### config.mk
export PLATFORM = sky130hd
export DESIGN_NAME = gpio_irq_ctrl_flat
export DESIGN_NICKNAME = d
export VERILOG_FILES = /design/src/rtl/gpio_irq_ctrl_if.sv /design/src/rtl/gpio_irq_ctrl.sv /design/src/flat_wrapper.sv
export SDC_FILE = /design/constraint.sdc
export NUM_CORES = 1
export LEC_CHECK = 0
export CELL_PAD_IN_SITES_DETAIL_PLACEMENT = 1
export CELL_PAD_IN_SITES_GLOBAL_PLACEMENT = 2
export CORE_UTILIZATION = 33
export CTS_BUF_LIST = sky130_fd_sc_hd__clkbuf_8
export DETAILED_ROUTE_END_ITERATION = 6
export PLACE_DENSITY_LB_ADDON = 0.2
export SYNTH_ARGS = -nofsm -noshare
export SYNTH_HDL_FRONTEND = slang
export SYNTH_SLANG_ARGS = --single-unit
export TNS_END_PERCENT = 50
### constraint.sdc
create_clock -name g_clk -period 1.7 [get_ports g_clk]
set_clock_uncertainty 0.2 [all_clocks]
set_input_delay 0.255 -clock g_clk [delete_from_list [all_inputs] [get_ports g_clk]]
set_output_delay 0.255 -clock g_clk [all_outputs]
set_load 0.02 [all_outputs]
### src/rtl/gpio_irq_ctrl_if.sv
// rtl/gpio_irq_ctrl_if.sv - scarv_ccx_memif word-register bus interface
//
// Purpose: request/response memory interface between the CPU complex and a
//          peripheral register block.
// Signals: req/wen/strb/addr/wdata from the requester; gnt/error/rdata
//          returned by the responder.
// Modports: REQ (requester side), RSP (responder side).
interface scarv_ccx_memif;
  logic        req;
  logic        gnt;
  logic        wen;
  logic [3:0]  strb;
  logic [31:0] addr;
  logic [31:0] wdata;
  logic [31:0] rdata;
  logic        error;

  modport REQ (output req, wen, strb, addr, wdata, input gnt, error, rdata);
  modport RSP (input req, wen, strb, addr, wdata, output gnt, error, rdata);
endinterface

### src/rtl/gpio_irq_ctrl.sv
// rtl/gpio_irq_ctrl.sv - GPIO pin synchroniser, debouncer and edge interrupt controller
//
// Purpose: per pin, synchronise the raw level, debounce it, detect rising and
//          falling edges on the debounced level, latch enabled edges into a
//          write-1-to-clear PENDING register and drive a registered irq.
// Ports:
//   g_clk      in   clock, all logic on its rising edge
//   g_resetn   in   synchronous active-low reset
//   g_clk_req  out  clock request, always 1 (pins are sampled continuously)
//   gpio       in   raw pin levels, asynchronous to g_clk
//   irq        out  registered interrupt, high while any PENDING bit is set
//   memif      RSP  register port: 0x00 STATUS, 0x04 RISE_EN, 0x08 FALL_EN,
//                   0x0C PENDING (W1C), 0x10 LEVEL_EN (optional)
// Optional feature macro: GPIO_IRQ_LEVEL_EN adds level-triggered pending via
//   LEVEL_EN at 0x10; without it 0x10 reads 0 and ignores writes.
module gpio_irq_ctrl #(
  parameter int          PERIPH_GPIO_NUM = 16,
  parameter int          DEBOUNCE_CYCLES = 4,
  parameter logic [31:0] RESET_RISE_EN   = 32'h0,
  parameter logic [31:0] RESET_FALL_EN   = 32'h0
) (
  input  logic                       g_clk,
  input  logic                       g_resetn,
  output logic                       g_clk_req,
  input  logic [PERIPH_GPIO_NUM-1:0] gpio,
  output logic                       irq,
  scarv_ccx_memif.RSP                memif
);

  localparam int NP = PERIPH_GPIO_NUM - 1;
  localparam int CW = (DEBOUNCE_CYCLES < 1) ? 1 : $clog2(DEBOUNCE_CYCLES + 1);
  localparam logic [CW-1:0] CNT_MAX = CW'(DEBOUNCE_CYCLES);

  localparam logic [4:0] A_STATUS  = 5'h00;
  localparam logic [4:0] A_RISE_EN = 5'h04;
  localparam logic [4:0] A_FALL_EN = 5'h08;
  localparam logic [4:0] A_PENDING = 5'h0C;
  localparam logic [4:0] A_LEVEL   = 5'h10;

  logic [NP:0]         sync1_q, sync2_q;
  logic [NP:0]         deb_q, deb_d;
  logic [NP:0]         deb_dly_q;
  logic [NP:0][CW-1:0] cnt_q, cnt_d;
  logic [NP:0]         rise_en_q, fall_en_q;
  logic [NP:0]         pending_q, pending_d;
  logic                irq_q;
  logic [NP:0]         rise, fall, edge_set, clr;
  logic                wr_en;
  logic [4:0]          offset;
  logic [31:0]         rd_data;
  logic                unused_bits;

  assign g_clk_req    = 1'b1;
  assign irq          = irq_q;
  assign memif.gnt    = 1'b1;
  assign memif.error  = 1'b0;
  assign memif.rdata  = rd_data;

  assign wr_en  = memif.req & memif.wen;
  assign offset = memif.addr[4:0];

  // Byte strobes and upper address bits play no part in decoding.
  assign unused_bits = ^{memif.strb, memif.addr[31:5], memif.wdata};

`ifdef GPIO_IRQ_LEVEL_EN
  logic [NP:0] level_en_q;
`endif

  // Debounce: the count restarts on any cycle of agreement, and the level
  // only flips once the disagreement has lasted DEBOUNCE_CYCLES+1 edges.
  always_comb begin
    cnt_d = cnt_q;
    deb_d = deb_q;
    for (int i = 0; i <= NP; i++) begin
      if (sync2_q[i] == deb_q[i]) begin
        cnt_d[i] = '0;
      end else if (cnt_q[i] == CNT_MAX) begin
        deb_d[i] = sync2_q[i];
        cnt_d[i] = '0;
      end else begin
        cnt_d[i] = cnt_q[i] + CW'(1);
      end
    end
  end

  assign rise     = deb_q & ~deb_dly_q;
  assign fall     = ~deb_q & deb_dly_q;
  assign edge_set = (rise & rise_en_q) | (fall & fall_en_q);
  assign clr      = (wr_en && offset == A_PENDING) ? memif.wdata[NP:0] : '0;

  // Edge sets win over a simultaneous clear. The level term is masked by the
  // clear so a W1C on a level-enabled bit drops it for exactly one cycle.
  always_comb begin
    pending_d = (pending_q & ~clr) | edge_set;
`ifdef GPIO_IRQ_LEVEL_EN
    pending_d = pending_d | (deb_q & level_en_q & ~clr);
`endif
  end

  always_comb begin
    rd_data = '0;
    case (offset)
      A_STATUS:  rd_data = 32'(deb_q);
      A_RISE_EN: rd_data = 32'(rise_en_q);
      A_FALL_EN: rd_data = 32'(fall_en_q);
      A_PENDING: rd_data = 32'(pending_q);
`ifdef GPIO_IRQ_LEVEL_EN
      A_LEVEL:   rd_data = 32'(level_en_q);
`endif
      default:   rd_data = '0;
    endcase
  end

  always_ff @(posedge g_clk) begin
    if (!g_resetn) begin
      sync1_q   <= '0;
      sync2_q   <= '0;
      deb_q     <= '0;
      deb_dly_q <= '0;
      cnt_q     <= '0;
      rise_en_q <= RESET_RISE_EN[NP:0];
      fall_en_q <= RESET_FALL_EN[NP:0];
      pending_q <= '0;
      irq_q     <= 1'b0;
    end else begin
      sync1_q   <= gpio;
      sync2_q   <= sync1_q;
      deb_q     <= deb_d;
      deb_dly_q <= deb_q;
      cnt_q     <= cnt_d;
      pending_q <= pending_d;
      irq_q     <= |pending_q;
      if (wr_en && offset == A_RISE_EN) rise_en_q <= memif.wdata[NP:0];
      if (wr_en && offset == A_FALL_EN) fall_en_q <= memif.wdata[NP:0];
    end
  end

`ifdef GPIO_IRQ_LEVEL_EN
  always_ff @(posedge g_clk) begin
    if (!g_resetn) begin
      level_en_q <= '0;
    end else if (wr_en && offset == A_LEVEL) begin
      level_en_q <= memif.wdata[NP:0];
    end
  end
`endif

endmodule

### src/flat_wrapper.sv
// flat-port wrapper written by rule: the top's interface ports become plain ports
module gpio_irq_ctrl_flat 
#(
  parameter int          PERIPH_GPIO_NUM = 16,
  parameter int          DEBOUNCE_CYCLES = 4,
  parameter logic [31:0] RESET_RISE_EN   = 32'h0,
  parameter logic [31:0] RESET_FALL_EN   = 32'h0
)
  (g_clk, g_resetn, g_clk_req, gpio, irq, memif_req, memif_wen, memif_strb, memif_addr, memif_wdata, memif_gnt, memif_error, memif_rdata);
  scarv_ccx_memif memif_i ();
  input  logic g_clk;
  input  logic g_resetn;
  output logic g_clk_req;
  input  logic [PERIPH_GPIO_NUM-1:0] gpio;
  output logic irq;
  input wire logic [$bits(memif_i.req)-1:0] memif_req;
  input wire logic [$bits(memif_i.wen)-1:0] memif_wen;
  input wire logic [$bits(memif_i.strb)-1:0] memif_strb;
  input wire logic [$bits(memif_i.addr)-1:0] memif_addr;
  input wire logic [$bits(memif_i.wdata)-1:0] memif_wdata;
  output wire logic [$bits(memif_i.gnt)-1:0] memif_gnt;
  output wire logic [$bits(memif_i.error)-1:0] memif_error;
  output wire logic [$bits(memif_i.rdata)-1:0] memif_rdata;
  assign memif_i.req = memif_req;
  assign memif_i.wen = memif_wen;
  assign memif_i.strb = memif_strb;
  assign memif_i.addr = memif_addr;
  assign memif_i.wdata = memif_wdata;
  assign memif_gnt = memif_i.gnt;
  assign memif_error = memif_i.error;
  assign memif_rdata = memif_i.rdata;
  gpio_irq_ctrl #(.PERIPH_GPIO_NUM(PERIPH_GPIO_NUM), .DEBOUNCE_CYCLES(DEBOUNCE_CYCLES), .RESET_RISE_EN(RESET_RISE_EN), .RESET_FALL_EN(RESET_FALL_EN)) u_core (.g_clk(g_clk), .g_resetn(g_resetn), .g_clk_req(g_clk_req), .gpio(gpio), .irq(irq), .memif(memif_i));
endmodule
Word-level counts from Yosys, hierarchy flattened
Index checks and enable logic that the tools add are counted.

cells by class
  add/subtract/negate cells = 16
  eq/ne operators = 35
  multiplexer cells = 2
  bitwise operators = 28
  reductions and logical operators = 37

operators with widths
  cell                 number
  $and 16x16->16       5
  $pmux 16 s4          1
  $add 3x1->3 const B  16
  $eq 3x3->1 const B   16
  $not 16->16          3
  $reduce_or 3->1      16
  $or 16x16->16        2
  $reduce_and 2->1     16
  $not 1->1            17
  $eq 1x1->1           16
  $mux 16              1
  $reduce_or 16->1     1
  $eq 5x4->1 const B   2
  $eq 5x3->1 const B   1
  $logic_not 5->1      1
  $logic_and 1x1->1    3
  $and 1x1->1          1

word-level totals
  register bits = 161
  bits of input ports = 88
  output and inout bits = 36
  word-level logic and storage cells = 157

Logic depth before layout (Yosys ltp)
  depth in word-level cells = 6
  gate-level depth with buffers = 6

Worst setup path after synthesis
OpenSTA, ideal clock, no wires.

  kind = input to output
  from = input port memif_addr[4]
  to = output port memif_rdata[10]
  data arrival time = 1.258 ns
  required time = 1.245 ns
  slack = -0.013 ns
  stages on the path = 5
  path through = buf_2 -> nor3_2 -> clkbuf_1 -> nand3_1 -> nand4_1

on the way
  word-level cells in the longest chain between the ends = 2
  elaborated cells on any way between the ends = 5
  those cells by class = eq/ne: 3; mux: 1; reduce/logical: 1

RTL lines
  what                                line                  RTL
  start, declared                     flat_wrapper.sv:19    input wire logic [$bits(memif_i.addr)-1:0] memif_addr;
  $eq 5x4->1 (tied with other cells)  gpio_irq_ctrl.sv:102  case (offset)
  $pmux 16 s4 (*)                     gpio_irq_ctrl.sv:102
  end, declared                       flat_wrapper.sv:23    output wire logic [$bits(memif_i.rdata)-1:0] memif_rdata;

Every way passes the cells marked *; elsewhere a longest branch is shown, timed or not.

Final worst setup path
  from = input port memif_addr[4]
  to = output port memif_rdata[12]

Same word-level chain as after synthesis.

==> results.cfg <==
[global_route]
grt_usage = 0.1763
antenna_found_initial = 0
grt-ovfl-total = 0
grt_pass1_wl_um = 29990
grt_max_degree = 70
first_global_vias = 5987

[layout]
drive_gt1_frac = 0.1190
fillers = 2497
multi_input_area_um2 = 3304
areaGrowthSynthToFinish_pct = 22.75
seqCellArea_um2 = 3224
antenna_cells = 0
nets = 998

[logic_synthesis]
yosys_register_bits = 161
synth_edf_count = 0
synth.most_common_cell = dfxtp_1
syn_inst = 797
postSynth.asyncResetShare = 0
yosysTopAreaCellShare = 0.4589
synth_area_um2 = 7023
synth_warnings = 0
seq_area_frac_synth = 0.4589
postSynth.topFlopCell = dfxtp_1
synth_top_area_cell = dfxtp_1
ys_top_cells_by_area = dfxtp_1, mux2i_1, ha_1
synth_cell_type_count = 31
postSynthAreaPerCell_um2 = 8.812
synthTopCellsByCount = dfxtp_1, nand2_1, nand3_1

[critical_path]
startpoint = memif_addr[4]
required_ns = 1.24
r2r-start = u_core.cnt_q[6]$_SDFF_PP0_
critical_path_class = in2out
cp_max_fo = 6
arrival_ns = 1.38
endpoint_kind = output port
cp-start-kind = primary input

[clocking]
cts_buffers = 17
cts.sinks = 161
cts_tree = yes
clkTransAtPathRegs_ns = 0.09
cts_max_path_buffers = 2
root_buffer = clkbuf_8
htreeDepth = 4
hold_buffers = 0
insertion_delay_ns = 0.46

[power_and_ir_drop]
peakVddDrop_mv = 0.4232
power-per-cell-area_nw_per_um2 = 858.2
power_switching_share = 0.2530
p_switching_uw = 1872
p_int_uw = 5526
p_leak_uw = 0.003339
sequentialPowerShare = 0.520
p_clk_frac = 0.415
combPwrFrac = 0.065
p_total_uw = 7398

[detailed_routing]
via_count = 5633
antenna_left = 0
firstDrtPassIters = 5
drt-initial-drc-count = 166
wirelength_um = 18230
drc = 0
via_per_inst = 4.831
wire_per_inst_um = 15.63

[outcome]
status = complete, but fails checks
violations = setup timing

[timing]
hold_viol = 0
whs_ns = 0.06626
slew_violations = 0
setup_slack_ns = -0.1363
period_share = 1.080
setup_viol_count_final = 16
rsz0062_at_grt = yes
min_period_ns = 1.836
clock.fmax_ghz = 0.5446

[die]
die_area_um2 = 21870
die_h_um = 147.9
core_um2 = 20960
row_count = 53
start_util = 0.3351
ios = 124
die_x_um = 147.9

[job]
maxCapViolCount = 0

[placed_design]
dpl.hpwl_um = 12790
globalplace.congestion = 0.7845
port-buffer-count = 57

[hold_path]
min_path_type = in2reg
worstHoldStart = g_resetn
metal layers:
layer,part of all wire,routed length [um],track usage,up-vias
li1,-,-,-,2785
met1,0.46,8451,0.2153,2728
met2,0.48,8834,0.3068,100
met3,0.038,696,0.03642,20
met4,0.014,247,0.05979,0
met5,0,0,0,-
what timing repair did:
item                                    4_1_cts  5_1_grt
gates resized for setup                     117        5
setup buffers                                 3        0
endpoints found under the setup margin       65       16
gates cloned                                  2        0
pin swaps                                    11        8
power by group through the flow:
stage / Sequential (uW) / Clock [uW] / Combinational, uW
after global placement: 3930 / 0 / 455
final: 3850 / 3070 / 479
after global routing: 3850 / 3330 / 525
after detailed placement: 3940 / 0 / 471
after floorplan: 3930 / 0 / 273
after CTS: 3850 / 3200 / 488
layout by cell type (no fill, tap or decap), types with 2 or more instances in the layout:
cell type / instances
xor2_1: 16
buf_4: 40
ha_1: 32
nor4_1: 4
bufinv_16: 3
buf_2: 2
o41ai_1: 16
clkdlybuf4s50_1: 34
nand3b_1: 45
a21oi_1: 17
and2_1: 49
conb_1: 19
nand3_1: 79
clkinvlp_4: 2
nand4_1: 15
buf_6: 12
a31oi_1: 15
clkbuf_8: 17
and4_1: 2
dlygate4sd2_1: 2
dfxtp_1: 160
inv_6: 5
inv_1: 64
buf_12: 10
nor2_1: 64
nand2_1: 99
buf_16: 2
inv_8: 3
mux2i_1: 48
logic make-up (layout without fill, tap and decap cells):
group                    after synthesis  in the layout  synth area share
AO/OA/AOI/OAI                         51             51           0.04864
XOR/XNOR                              16             16           0.01995
adder cells (fa/ha/maj)               32             32           0.05701
buffers and inverters                123            200           0.08195
flip-flops                           161            161            0.4589
multiplexers                          48             48           0.06841
other                                  2             19          0.001069
AND/OR/NAND/NOR                      364            364            0.2640
per-stage QoR:
step / setup slack (ns) / TNS [ns] / utilization / instances / instance area (um2)
after floorplan: -0.01331 / -0.1598 / - / 814 / 7087
after global placement: -0.9806 / -41.59 / 0.3872 / 1130 / 8114
after detailed placement: -1.031 / -44.90 / 0.3872 / 1130 / 8114
after CTS: -0.1260 / -1.221 / 0.4112 / 1167 / 8617
after global routing: -0.2221 / -2.331 / 0.4114 / 1166 / 8621
final: -0.1363 / -1.190 / 0.4114 / 1166 / 8621
sequential cells by signal, indices dropped and copies added, names as in the netlist:
| name | count |
|---|---|
| u_core.deb_q | 16 |
| u_core.cnt_q | 48 |
| u_core.irq | 1 |
| u_core.sync2_q | 16 |
| u_core.rise_en_q | 16 |
| u_core.sync1_q | 16 |
| u_core.pending_q | 16 |
| u_core.fall_en_q | 16 |
| u_core.deb_dly_q | 16 |
final timing paths:
kind	slack, ns	cells after the start	to
worst max-delay path	-0.14	7	memif_rdata[12]
worst min-delay path	0.07	3	u_core.pending_q[2]$_SDFF_PN0_
worst max register to register	0.37	5	u_core.deb_q[2]$_SDFFE_PN0P_
worst min register to register	0.24	1	u_core.sync2_q[7]$_SDFF_PN0_
critical path, cell delays in order:
cell and delay, ns:
buf_8 0.11, nor4_4 0.31, buf_6 0.20, buf_12 0.13
nand3_2 0.07, nand4_1 0.14, buf_4 0.17
area by class of cell:
class	instances	area share
Multi-Input combinational cell	530	0.3833
Clock inverter	15	0.02279
Inverter	65	0.02830
Tap cell	275	0.03991
Sequential cell	161	0.3740
Clock buffer	17	0.02714
Timing Repair Buffer	103	0.1245
Power figures use the tool's default switching activity.
